===== src/rtl/alu_pkg.sv =====
// Shared ALU arbiter definitions: ALU control codes, sequencer state, pointer helper.
// Latency: none (constants and a pure function only).
// Backpressure: not applicable.
package alu_pkg;

    localparam logic [2:0] ALU_ADD   = 3'b000;
    localparam logic [2:0] ALU_SUB   = 3'b001;
    localparam logic [2:0] ALU_OR    = 3'b011;
    localparam logic [2:0] ALU_AND   = 3'b100;
    localparam logic [2:0] ALU_SLT   = 3'b101;
    localparam logic [2:0] ALU_BRCMP = 3'b111;

    // Requester index width; covers the full 2..4 requester range.
    localparam int IDX_W = 2;

    typedef enum logic [1:0] {
        ST_IDLE = 2'd0,
        ST_EXEC = 2'd1,
        ST_RESP = 2'd2
    } arb_state_t;

    // Next requester index in round-robin order, wrapping at n.
    function automatic logic [IDX_W-1:0] rr_next(input logic [IDX_W-1:0] idx, input int n);
        return (int'(idx) == n - 1) ? '0 : idx + IDX_W'(1);
    endfunction

endpackage


===== src/rtl/alu_arbiter_rr.sv =====
// Round-robin grant: first valid request at or after ptr, scanning upward with wrap.
// Latency: purely combinational.
// Backpressure: none; the caller gates the grant with its own accept condition.
module rr_arbiter
    import alu_pkg::*;
#(
    parameter int NUM_REQ = 2
) (
    input  logic [NUM_REQ-1:0] req,
    input  logic [IDX_W-1:0]   ptr,
    output logic [NUM_REQ-1:0] gnt,
    output logic [IDX_W-1:0]   gnt_idx,
    output logic               gnt_vld
);

    always_comb begin
        logic [IDX_W-1:0] pos;
        gnt     = '0;
        gnt_idx = '0;
        gnt_vld = 1'b0;
        pos     = ptr;
        // Step k visits requester (ptr + k) mod NUM_REQ; the first hit wins.
        for (int k = 0; k < NUM_REQ; k++) begin
            for (int i = 0; i < NUM_REQ; i++) begin
                if (!gnt_vld && req[i] && (pos == IDX_W'(i))) begin
                    gnt_vld = 1'b1;
                    gnt[i]  = 1'b1;
                    gnt_idx = IDX_W'(i);
                end
            end
            pos = rr_next(pos, NUM_REQ);
        end
    end

endmodule


===== src/rtl/alu_arbiter.sv =====
// Shares one combinational ALU among NUM_REQ requesters; optional grant lock via ALU_ARB_LOCK_EN.
// Latency: accept in N, operands on alu_* in N+1, rsp_valid in N+2; one op per 2 cycles sustained.
// Backpressure: a held response (rsp_ready low at owner) blocks all new accepts.
module alu_arbiter
    import alu_pkg::*;
#(
    parameter int NUM_REQ = 2,
    parameter int WIDTH   = 32
) (
    input  logic                     clk,
    input  logic                     rst_n,
    input  logic [NUM_REQ-1:0]       req_valid,
    output logic [NUM_REQ-1:0]       req_ready,
    input  logic [NUM_REQ*WIDTH-1:0] req_a,
    input  logic [NUM_REQ*WIDTH-1:0] req_b,
    input  logic [NUM_REQ*3-1:0]     req_ctrl,
    input  logic [NUM_REQ-1:0]       req_lock,
    output logic [WIDTH-1:0]         alu_a,
    output logic [WIDTH-1:0]         alu_b,
    output logic [2:0]               alu_ctrl,
    input  logic [WIDTH-1:0]         alu_result,
    input  logic                     alu_zero,
    output logic [NUM_REQ-1:0]       rsp_valid,
    input  logic [NUM_REQ-1:0]       rsp_ready,
    output logic [WIDTH-1:0]         rsp_result,
    output logic                     rsp_zero
);

    arb_state_t         state, state_nxt;
    logic [IDX_W-1:0]   ptr, ptr_nxt;
    logic [NUM_REQ-1:0] owner_oh;
    logic               arb_en;
    logic [NUM_REQ-1:0] gnt;
    logic [IDX_W-1:0]   gnt_idx;
    logic               gnt_vld;
    logic               owner_rdy;
    logic               can_accept;
    logic               accept;
    logic [WIDTH-1:0]   sel_a, sel_b;
    logic [2:0]         sel_ctrl;

    rr_arbiter #(.NUM_REQ(NUM_REQ)) u_rr (
        .req     (req_valid),
        .ptr     (ptr),
        .gnt     (gnt),
        .gnt_idx (gnt_idx),
        .gnt_vld (gnt_vld)
    );

    // Owner is kept one-hot so its rsp_ready bit is picked without an index select.
    assign owner_rdy = |(rsp_ready & owner_oh);

    always_comb begin
        state_nxt  = state;
        can_accept = 1'b0;
        case (state)
            ST_IDLE: can_accept = arb_en;
            ST_EXEC: state_nxt  = ST_RESP;
            ST_RESP: begin
                can_accept = owner_rdy;
                if (owner_rdy) state_nxt = ST_IDLE;
            end
            default: state_nxt = ST_IDLE;
        endcase
        accept = can_accept && gnt_vld;
        if (accept) state_nxt = ST_EXEC;
    end

    assign req_ready = can_accept ? gnt : '0;
    assign rsp_valid = (state == ST_RESP) ? owner_oh : '0;

    always_comb begin
        sel_a    = '0;
        sel_b    = '0;
        sel_ctrl = '0;
        for (int i = 0; i < NUM_REQ; i++) begin
            if (gnt[i]) begin
                sel_a    = req_a[i*WIDTH +: WIDTH];
                sel_b    = req_b[i*WIDTH +: WIDTH];
                sel_ctrl = req_ctrl[i*3 +: 3];
            end
        end
    end

`ifdef ALU_ARB_LOCK_EN
    logic sel_lock;
    assign sel_lock = |(gnt & req_lock);
    // A locking winner keeps top priority for the following arbitration.
    assign ptr_nxt  = sel_lock ? gnt_idx : rr_next(gnt_idx, NUM_REQ);
`else
    logic unused_lock;
    assign unused_lock = ^req_lock;
    assign ptr_nxt     = rr_next(gnt_idx, NUM_REQ);
`endif

    always_ff @(posedge clk or negedge rst_n) begin
        if (!rst_n) begin
            state <= ST_IDLE;
        end else begin
            state <= state_nxt;
        end
    end

    // Holds req_ready low while reset is asserted even with requests pending.
    always_ff @(posedge clk or negedge rst_n) begin
        if (!rst_n) begin
            arb_en <= 1'b0;
        end else begin
            arb_en <= 1'b1;
        end
    end

    always_ff @(posedge clk or negedge rst_n) begin
        if (!rst_n) begin
            alu_a    <= '0;
            alu_b    <= '0;
            alu_ctrl <= '0;
            owner_oh <= NUM_REQ'(1);
            ptr      <= '0;
        end else if (accept) begin
            alu_a    <= sel_a;
            alu_b    <= sel_b;
            alu_ctrl <= sel_ctrl;
            owner_oh <= gnt;
            ptr      <= ptr_nxt;
        end
    end

    always_ff @(posedge clk or negedge rst_n) begin
        if (!rst_n) begin
            rsp_result <= '0;
            rsp_zero   <= 1'b0;
        end else if (state == ST_EXEC) begin
            rsp_result <= alu_result;
            rsp_zero   <= alu_zero;
        end
    end

endmodule


===== config.mk =====
export PLATFORM = sky130hd
export DESIGN_NAME = alu_arbiter
export DESIGN_NICKNAME = d
export VERILOG_FILES = /design/src/rtl/alu_pkg.sv /design/src/rtl/alu_arbiter_rr.sv /design/src/rtl/alu_arbiter.sv
export SDC_FILE = /design/constraint.sdc
export NUM_CORES = 1
export LEC_CHECK = 0
export BUFFER_PORTS_ARGS = -buffer_cell sky130_fd_sc_hd__buf_4
export CORE_MARGIN = 3
export CORE_UTILIZATION = 40
export CTS_CLUSTER_SIZE = 24
export DETAILED_ROUTE_END_ITERATION = 8
export GPL_TIMING_DRIVEN = 1
export MAX_ROUTING_LAYER = met4
export PLACE_DENSITY = 0.72
export SLEW_MARGIN = 25
export SYNTH_ARGS = -nofsm -noshare
export SYNTH_HDL_FRONTEND = slang
export SYNTH_HIERARCHICAL = 1
export SYNTH_SLANG_ARGS = --single-unit

===== constraint.sdc =====
create_clock -name clk -period 1.65 [get_ports clk]
set_input_delay 0.0825 -clock clk [delete_from_list [all_inputs] [get_ports clk]]
set_output_delay 0.0825 -clock clk [all_outputs]
set_load 0.05 [all_outputs]

## Word level (Yosys, flattened, before mapping)

Index checks and enable logic that the tools add are counted.

| operators by class | value |
|---|---|
| bitwise logic cells | 1 |
| eq/ne operators | 8 |
| mux-type cells | 24 |
| add/sub/neg operators | 2 |
| reduce and logical (&&, ||, !) cells | 16 |

Operators by type and width:

| kind | count |
|---|---|
| $mux W32 | 4 |
| $mux W2 | 6 |
| $mux W1 | 10 |
| $logic_and A1 B1 Y1 | 8 |
| $eq A2 B1 Y1 const B | 3 |
| $eq A2 B2 Y1 const B | 3 |
| $logic_not A2 Y1 | 3 |
| $mux W3 | 2 |
| $pmux W2 S3 | 1 |
| $add A2 B1 Y2 const B | 2 |
| $logic_not A1 Y1 | 3 |
| $ne A3 B3 Y1 const B | 1 |
| $and A2 B2 Y2 | 1 |
| $ne A2 B2 Y1 const B | 1 |
| $pmux W1 S2 | 1 |
| $reduce_and A2 Y1 | 1 |
| $reduce_or A2 Y1 | 1 |

| word-level totals | value |
|---|---|
| output and inout bits | 104 |
| input port bits | 175 |
| register bits | 107 |

## Longest topological paths before layout

Gate-level depths: netlist of the first run.

| depth | value |
|---|---|
| word-level depth | 18 |
| mapped depth | 8 |
| gate-level depth less buffers | 5 |

## By module

The synthesis of the first run kept the hierarchy.

By module, submodules not included:

| module | times used | seq. area each (sq um) | cells each | area an instance (sq um) |
|---|---|---|---|---|
| alu_arbiter | 1 | 2678.8 | 326 | 4973.5 |
| rr_arbiter | 1 | 0.0 | 11 | 72.6 |

## Worst setup path after synthesis of the first run

OpenSTA, ideal clock, no wires.

| timing | value |
|---|---|
| path kind | register to output |
| start point | register ptr[1] |
| end point | output req_ready[1] |
| path buffers | 2 |
| arrival time | 1794 ps |
| stages on the path, launching flop included | 6 |
| setup slack | -226 ps |
| data required time | 1567 ps |
| cells stage by stage | dfrtp_1 -> nand2b_4 -> a21oi_1 -> buf_2 -> clkbuf_1 -> nor2b_1 |

| on the way | value |
|---|---|
| longest elaborated chain between the ends | 16 |
| elaborated cells on any way between the ends | 23 |
| classes of those cells | 1 x add/sub; 3 x eq/ne; 7 x mux; 12 x reduce/logical |

Ends and longest elaborated chain:

| what | RTL line | source |
|---|---|---|
| start, declared | alu_arbiter.sv:30 | `logic [IDX_W-1:0] ptr, ptr_nxt;` |
| start signal, assigned | alu_arbiter.sv:125 | `ptr <= ptr_nxt;` |
| $logic_not A2 Y1 | alu_arbiter_rr.sv:25 | `if (!gnt_vld && req[i] && (pos == IDX_W'(i))) begin` |
| $logic_and A1 B1 Y1 | alu_arbiter_rr.sv:25 |  |
| $mux W1 | alu_arbiter_rr.sv:25 |  |
| $logic_not A1 Y1 | alu_arbiter_rr.sv:25 |  |
| $logic_and A1 B1 Y1 (2 in series) | alu_arbiter_rr.sv:25 |  |
| $mux W1 | alu_arbiter_rr.sv:25 |  |
| $logic_not A1 Y1 | alu_arbiter_rr.sv:25 |  |
| $logic_and A1 B1 Y1 (2 in series) | alu_arbiter_rr.sv:25 |  |
| $mux W1 | alu_arbiter_rr.sv:25 |  |
| $logic_not A1 Y1 | alu_arbiter_rr.sv:25 |  |
| $logic_and A1 B1 Y1 (2 in series) | alu_arbiter_rr.sv:25 |  |
| $mux W1 * | alu_arbiter_rr.sv:25 |  |
| named net gnt[1] | alu_arbiter.sv:33 | `logic [NUM_REQ-1:0] gnt;` |
| $mux W2 * | alu_arbiter.sv:69 | `assign req_ready = can_accept ? gnt : '0;` |
| end, declared | alu_arbiter.sv:13 | `output logic [NUM_REQ-1:0] req_ready,` |

The timed path passes the listed nets; every way through them passes the cells marked *.

## Worst setup path after layout of the first run

| timing | value |
|---|---|
| start point | register ptr[1] |
| end point | register alu_a[2] |

| on the way | value |
|---|---|
| longest elaborated chain between the ends | 16 |
| elaborated cells on any way between the ends | 27 |
| classes of those cells | 1 x add/sub; 3 x eq/ne; 10 x mux; 13 x reduce/logical |

Ends and longest elaborated chain:

| what | RTL line | source |
|---|---|---|
| $logic_not A2 Y1 | alu_arbiter_rr.sv:25 |  |
| $logic_and A1 B1 Y1 | alu_arbiter_rr.sv:25 |  |
| $mux W1 | alu_arbiter_rr.sv:25 |  |
| $logic_not A1 Y1 | alu_arbiter_rr.sv:25 |  |
| $logic_and A1 B1 Y1 (2 in series) | alu_arbiter_rr.sv:25 |  |
| $mux W1 | alu_arbiter_rr.sv:25 |  |
| $logic_not A1 Y1 | alu_arbiter_rr.sv:25 |  |
| $logic_and A1 B1 Y1 (2 in series) | alu_arbiter_rr.sv:25 |  |
| $mux W1 | alu_arbiter_rr.sv:25 |  |
| $logic_not A1 Y1 | alu_arbiter_rr.sv:25 |  |
| $logic_and A1 B1 Y1 (2 in series) | alu_arbiter_rr.sv:25 |  |
| $mux W1 * | alu_arbiter_rr.sv:25 |  |
| named net gnt[1] | alu_arbiter.sv:33 |  |
| $mux W32 * | alu_arbiter.sv:77 | `if (gnt[i]) begin` |
| end signal, assigned | alu_arbiter.sv:121 | `alu_a <= sel_a;` |
| end, declared | alu_arbiter.sv:18 | `output logic [WIDTH-1:0] alu_a,` |

Marked as above.
A chain may end at the register's enable or synchronous reset.

==> key figures, run 1 <==
Detailed routing
  – Drt first pass iters: 6
  – Wirelength per Cell: around 18 um
  – Iter 0 DRT Violations: 240
  – Drt drc: 0
  – DR vias: roughly 4,200
  – Routed Antenna Nets: 0
  – Via/cell ratio: ~4.9
  – Total Wirelength: 15,600 um

Power
  – Pwr Density: 698.0 nW/um2
  – Sequential share of power: 0.451
  – Static Leak: between 4 and 5 nW
  – Gate power share: 0.164
  – Cell-internal power: 4.582 mW
  – Switch Pwr: between 1 and 1.5 mW
  – Worst vdd ir: 0.6354 mV
  – Total Power: 5.961 mW
  – Sw Ratio: 0.2312
  – Clock Power Share: 0.385

Synth
  – EDFF count, synth: 0
  – Register area share after synthesis: 0.5309
  – Syn_nets: 512
  – Yosys warnings: 6
  – Top post-synthesis cells by area: dfrtp_1 (53%), mux2_4 (20%), a22o_1 (11%)
  – Most common cell in the netlist: dfrtp_1
  – Ys async rst share: 1.000
  – Dominant cell type by area after synthesis: dfrtp_1
  – Cells after Synth: ~340
  – Top cells by count, synth: dfrtp_1 (106), mux2_4 (68), a22o_1 (66), mux2_2 (33), clkbuf_1 (14)
  – Post-synth top area share: 0.5257
  – Synth Cell Area: between 5000 and 6000 um2
  – Yosys reg bits: 107
  – Post-synth top flop: dfrtp_1
  – Synth cell types: 27
  – Syn_area_per_cell: 14.97 um2

Setup path
  – Critical path endpoint: alu_a[2]
  – CP required: 1.87 ns
  – Critical Path AT: 2.12 ns
  – CP startpoint: ptr[1]
  – Setup CP Type: register to register
  – Reg2reg setup slack: -0.25 ns
  – Worst Setup End Kind: register
  – CP max FO: 24
  – R2r worst-path depth: 8
  – Startpoint Class: register
  – Worst R2R End: alu_a[2]
  – RR Startpoint: ptr[1]

Clock tree
  – H-tree Lvls: 3
  – TritonCTS Buffers: 9
  – Clock root buffer: clkbuf_16
  – Clock transition at path regs: 0.07 ns
  – Clock tree buffer depth: 2
  – CTS tree: yes
  – Worst skew pair latency: 0.33 ns
  – Clock sink total: roughly 110

STA
  – Worst slew pin tran: between 0.5 and 0.6 ns
  – FMAX: 526.1 MHz
  – Hold_ws: 0.08893 ns
  – Final period utilization: 1.152
  – Worst Skew: 0.008128 ns
  – Worst setup margin: -0.2507 ns
  – Final min period: 1.901 ns
  – RSZ-0062 raised after global routing: yes
  – Max-slew violation total from the final report: 0
  – Hold Vio Cnt, Final: 0
  – Slew HR: 0.6251
  – # setup viols final: 73

Global routing
  – First-pass GRT wire length: 24,120 um
  – Aggregate global-route resource usage: 0.2196
  – Vias in the first global route: 4,384
  – Largest net degree at the start of global routing: 108
  – Remaining Overflow, GRT: 0
  – Initial antenna violation count: 0

Final layout
  – Layout area overhead: 69.23%
  – Final Non-Filler Cells: ~850
  – Utilization after layout: 0.7022
  – Number of antenna diodes: 0
  – # nets final: 848
  – Seq. cell area: between 2000 and 3000 um2
  – # fillers: 836
  – Multi-input gate area: 2270 um2
  – Fraction of layout cells with a size suffix above 1: 0.6632

Placement
  – Placed cell count: 771
  – GP Congestion: 0.7555
  – Hpwl dp: about 10,000 um
  – DP Worst Slack: -0.2759 ns
  – Port Buf Inserts: approximately 280

Die
  – Die Y: 118.3 um
  – FP Rows: 40
  – Core footprint: 12,160 um2
  – Die Area: approximately 14,000 um2
  – Die width: 118.3 um
  – Initial core utilization: 0.4149
  – Ports: 279

Status
  – Status: complete, but fails checks
  – Failing checks: setup timing

Flow run
  – Total of max-cap violations: 0

Min path
  – Hold Crit Class: primary input to register
==> placed cells by master, fill, tap and decap left out, types with 4 or more instances in the layout <==
cell type / n
nand2_1: 4
buf_4: 288
clkbuf_16: 12
buf_12: 10
mux2_4: 70
mux2_2: 33
nor2b_4: 4
dlygate4sd3_1: 34
buf_16: 4
dfrtp_1: 106
buf_6: 12
a22o_1: 66
==> cell families (layout without fill, tap and decap cells) <==
kind of cell,after synthesis,in the layout,synth area share
AND/OR/NAND/NOR,19,19,0.02455
multiplexers,104,104,0.2824
buffers and inverters,31,371,0.03695
flip-flops,107,107,0.5309
AO/OA/AOI/OAI,74,74,0.1237
other,2,2,0.001488
==> critical path, cell delays in order (launching register included) <==
cell and delay [ns]:
dfrtp_1 0.41, nand2b_4 0.16, buf_6 0.12, a21oi_4 0.22
nor2b_4 0.09, buf_4 0.15, buf_12 0.15, a22o_1 0.21
mux2_4 0.26
==> flip-flops by register name, summed over array words and instances (netlist names) <==
signal	flops
arb_en	1
alu_a	32
alu_ctrl	3
ptr	2
state	2
rsp_result	32
alu_b	32
owner_oh	2
rsp_zero	1
==> worst min path at each step <==
stage	from	to	slack (ns)	cells past startpoint
floorplan	rst_n	alu_a[0]	-0.21	0
global placement	rst_n	alu_a[20]	0.19	2
detailed placement	rst_n	alu_a[24]	0.20	2
CTS	req_a[5]	alu_a[5]	0.08	3
global route	req_a[17]	alu_a[17]	0.09	3
finish	req_a[62]	alu_a[30]	0.09	4
==> area by class of cell <==
type	count	area share
timing repair buffer	353	0.3575
inverter	3	0.001319
sequential	107	0.3137
tap	168	0.02462
clock inverter	4	0.008645
multi-input combinational	199	0.2658
clock buffer	11	0.02842
==> per-layer routing <==
metal | vias up | wire [um] | global-route usage
met5 | - | 0 | -
met4 | 0 | 125 | 0.03297
li1 | 1917 | - | -
met3 | 9 | 998 | 0.04880
met1 | 2051 | 6498 | 0.2720
met2 | 187 | 7981 | 0.3776
==> stage by stage <==
step,cell area [um2],setup TNS [ns]
final,8539,-14.98
after global routing,8539,-20.27
after CTS,8413,-12.66
after detailed placement,7393,-17.87
after global placement,7393,-13.33
after floorplan,5064,-5.675
==> power groups by stage <==
stage	logic, mW	registers [mW]	clock network, mW
CTS	0.950	2.68	2.35
detailed placement	0.847	2.74	0
global route	1.04	2.69	2.45
global placement	0.833	2.73	0
floorplan	0.195	2.88	0
finish	0.977	2.69	2.30
==> timing repair <==
action / 4_1_cts / 5_1_grt
setup endpoints to repair: 73 / 73
resized for setup: 32 / 13
setup buffers: 9 / 12
hold endpoints to repair: 139 / 0
pin swaps: 1 / 2
hold buffers: 34 / 0
cloned: 6 / 3
Note: power is estimated with default switching activity, not from simulation.
==> run 2, diff against run 1 <==
--- a/config.mk
+++ b/config.mk
@@ -6,6 +6,7 @@
 export NUM_CORES = 1
 export LEC_CHECK = 0
 export BUFFER_PORTS_ARGS = -buffer_cell sky130_fd_sc_hd__buf_4
+export CORE_ASPECT_RATIO = 1.2
 export CORE_MARGIN = 3
 export CORE_UTILIZATION = 40
 export CTS_CLUSTER_SIZE = 24
==> key figures, run 2 (synthesized netlist as in run 1, its figures left out) <==
Clock tree
  – Clock transition at path regs: 0.07 ns
  – Clock root buffer: clkbuf_16
  – H-tree Lvls: 3
  – TritonCTS Buffers: 9
  – CTS tree: yes
  – Clock tree buffer depth: 2
  – Clock sink total: 107
  – Worst skew pair latency: 0.34 ns

Status
  – Status: complete, but fails checks
  – Failing checks: setup timing

STA
  – FMAX: 550.3 MHz
  – Final min period: 1.817 ns
  – Worst Skew: between 0.006 and 0.007 ns
  – Hold Vio Cnt, Final: 0
  – RSZ-0062 raised after global routing: yes
  – Final period utilization: 1.101
  – Worst setup margin: -0.1672 ns
  – Max-slew violation total from the final report: 0
  – # setup viols final: 74

Final layout
  – Fraction of layout cells with a size suffix above 1: 0.6657
  – Post-route cell area: about 8500 um2
  – # nets final: 846
  – Number of antenna diodes: 0
  – # fillers: 870
  – Utilization after layout: 0.6939
  – Biggest regs: alu_a: 32 flops, alu_b: 32 flops, rsp_result: 32 flops
  – Most frequent cells in the layout: buf_4 (291), dfrtp_1 (106), mux2_4 (70), a22o_1 (66)
  – Commonest non-fill, non-tap cell in the layout: buf_4
  – Final Non-Filler Cells: 837
  – Layout area overhead: 68.06%

Setup path
  – CP required: 1.88 ns
  – Crit path depth: 8
  – Critical-path top delay cell: dfrtp_1
  – CP max stage delay: 0.40 ns
  – Critical path's top delay family: buffers and inverters
  – Critical Path AT: 2.04 ns
  – Buf+Inv Stages, Crit Path: 3
  – Startpoint Class: register
  – CP max FO: 6
  – Worst Setup End Kind: register
  – Setup CP Type: register to register
  – Worst R2R End: alu_b[21]
  – Reg2reg setup slack: -0.17 ns
  – CP startpoint: ptr[0]
  – Cell Chain, Critical Path: buf_4 > nor2b_4 > o21ai_2 > nor4bb_4 > a31o_4 > buf_6 > clkbuf_16 > mux2_4
  – Critical path endpoint: alu_b[21]
  – RR Startpoint: ptr[0]
  – R2r worst-path depth: 8

Die
  – Core footprint: between 10,000 and 15,000 um2
  – Die Area: roughly 14,000 um2
  – Initial core utilization: 0.4129
  – Ports: 279
  – FP Rows: 44
  – Die Y: 129.0 um
  – Die width: 108.5 um

Placement
  – Port Buf Inserts: 276
  – Hpwl dp: 10,620 um
  – GP Congestion: just over 0.8
  – Placed cell count: 769
  – Post-placement cell area: approximately 7400 um2

Flow run
  – Total of max-cap violations: 0

Min path
  – Hold Crit Class: primary input to register

Detailed routing
  – Wirelength per Cell: 18.25 um
  – Met3 WL post-DR: 966 um
  – DR vias: around 4,100
  – Top Metal Used: met4
  – Routed Antenna Nets: 0
  – Met1 Wirelength: 6019 um
  – Drt drc: 0
  – Via/cell ratio: a little under 5
  – Total Wirelength: approximately 15,000 um
  – Drt first pass iters: 4
  – Iter 0 DRT Violations: 126
  – Routed wl met2: roughly 8100 um

Global routing
  – Initial antenna violation count: 0
  – First-pass GRT wire length: between 20,000 and 25,000 um
  – Largest net degree at the start of global routing: 62
  – Vias in the first global route: 4,363
  – Aggregate global-route resource usage: 0.2116
  – Remaining Overflow, GRT: 0

Power
  – Total Power: between 5 and 6 mW
  – Worst vdd ir: 0.4056 mV
  – Pwr Density: 667.1 nW/um2
  – Static Leak: 4.277 nW
==> run 2: cell count changes in the layout (fill, tap and decap cells not counted), moves of 2 or more <==
cell        delta
buf_12         +3
buf_16         -2
buf_4          +3
buf_6          -7
bufbuf_16      +2
bufinv_16      -2
clkinvlp_4     +3
==> run 2: routing by layer <==
metal | GRT usage | vias to the layer above
met1 | 0.2412 | 2025
met5 | - | -
met3 | 0.04136 | 14
li1 | - | 1915
met2 | 0.3772 | 169
met4 | 0.05944 | 0
==> run 2: worst reg2reg max path, delay by kind of cell (launching register included) <==
kind                   cells  cell delay, ns
AOI/OAI and AO/OA          2            0.31
and+or+nand+nor            2            0.26
buffers and inverters      3            0.45
DFF                        1            0.40
muxes                      1            0.30
==> run 2: worst min-delay path by stage <==
stage	start	endpoint	slack (ns)	cells after the start
6_report	alu_zero	rsp_zero	0.01	2
5_1_grt	alu_zero	rsp_zero	0.0009	2
4_1_cts	alu_zero	rsp_zero	0.004	2
3_5_place_dp	rst_n	rsp_result[15]	-0.04	1
3_3_place_gp	rst_n	rsp_result[15]	-0.04	1
2_1_floorplan	rst_n	alu_a[0]	-0.21	0
==> run 2: power by group <==
group          switching [mW]  internal, mW  total, mW
clock network           0.968          1.03       2.00
registers              0.0256          2.66       2.69
logic                   0.418         0.548      0.966
==> run 2: stage by stage <==
stage	TNS [ns]	worst slack [ns]	hold WS, ns
after floorplan	-5.675	-0.09028	-0.2131
after global placement	-10.76	-0.1851	-0.03954
after detailed placement	-16.13	-0.2742	-0.03751
after CTS	-11.13	-0.2168	0.004471
after global routing	-17.84	-0.2698	0.0009112
final	-10.43	-0.1672	0.01061
==> run 2: layout make-up <==
cell class | instances | area [um2] | area share
Timing Repair Buffer | 351 | 3047 | 0.3593
Sequential cell | 107 | 2679 | 0.3159
Multi-Input combinational cell | 199 | 2262 | 0.2667
Clock buffer | 9 | 225.2 | 0.02656
Tap cell | 161 | 201.4 | 0.02375
Clock inverter | 7 | 52.55 | 0.006197
Inverter | 3 | 13.76 | 0.001623
==> run 2: timing repair <==
action | CTS | global route
gates resized for setup | 26 | 8
hold endpoints to repair | 138 | 0
endpoints found under the setup margin | 73 | 74
hold buffers | 33 | 0
pin swaps | 1 | 3
gates cloned | 6 | 2
buffers inserted | 10 | 3
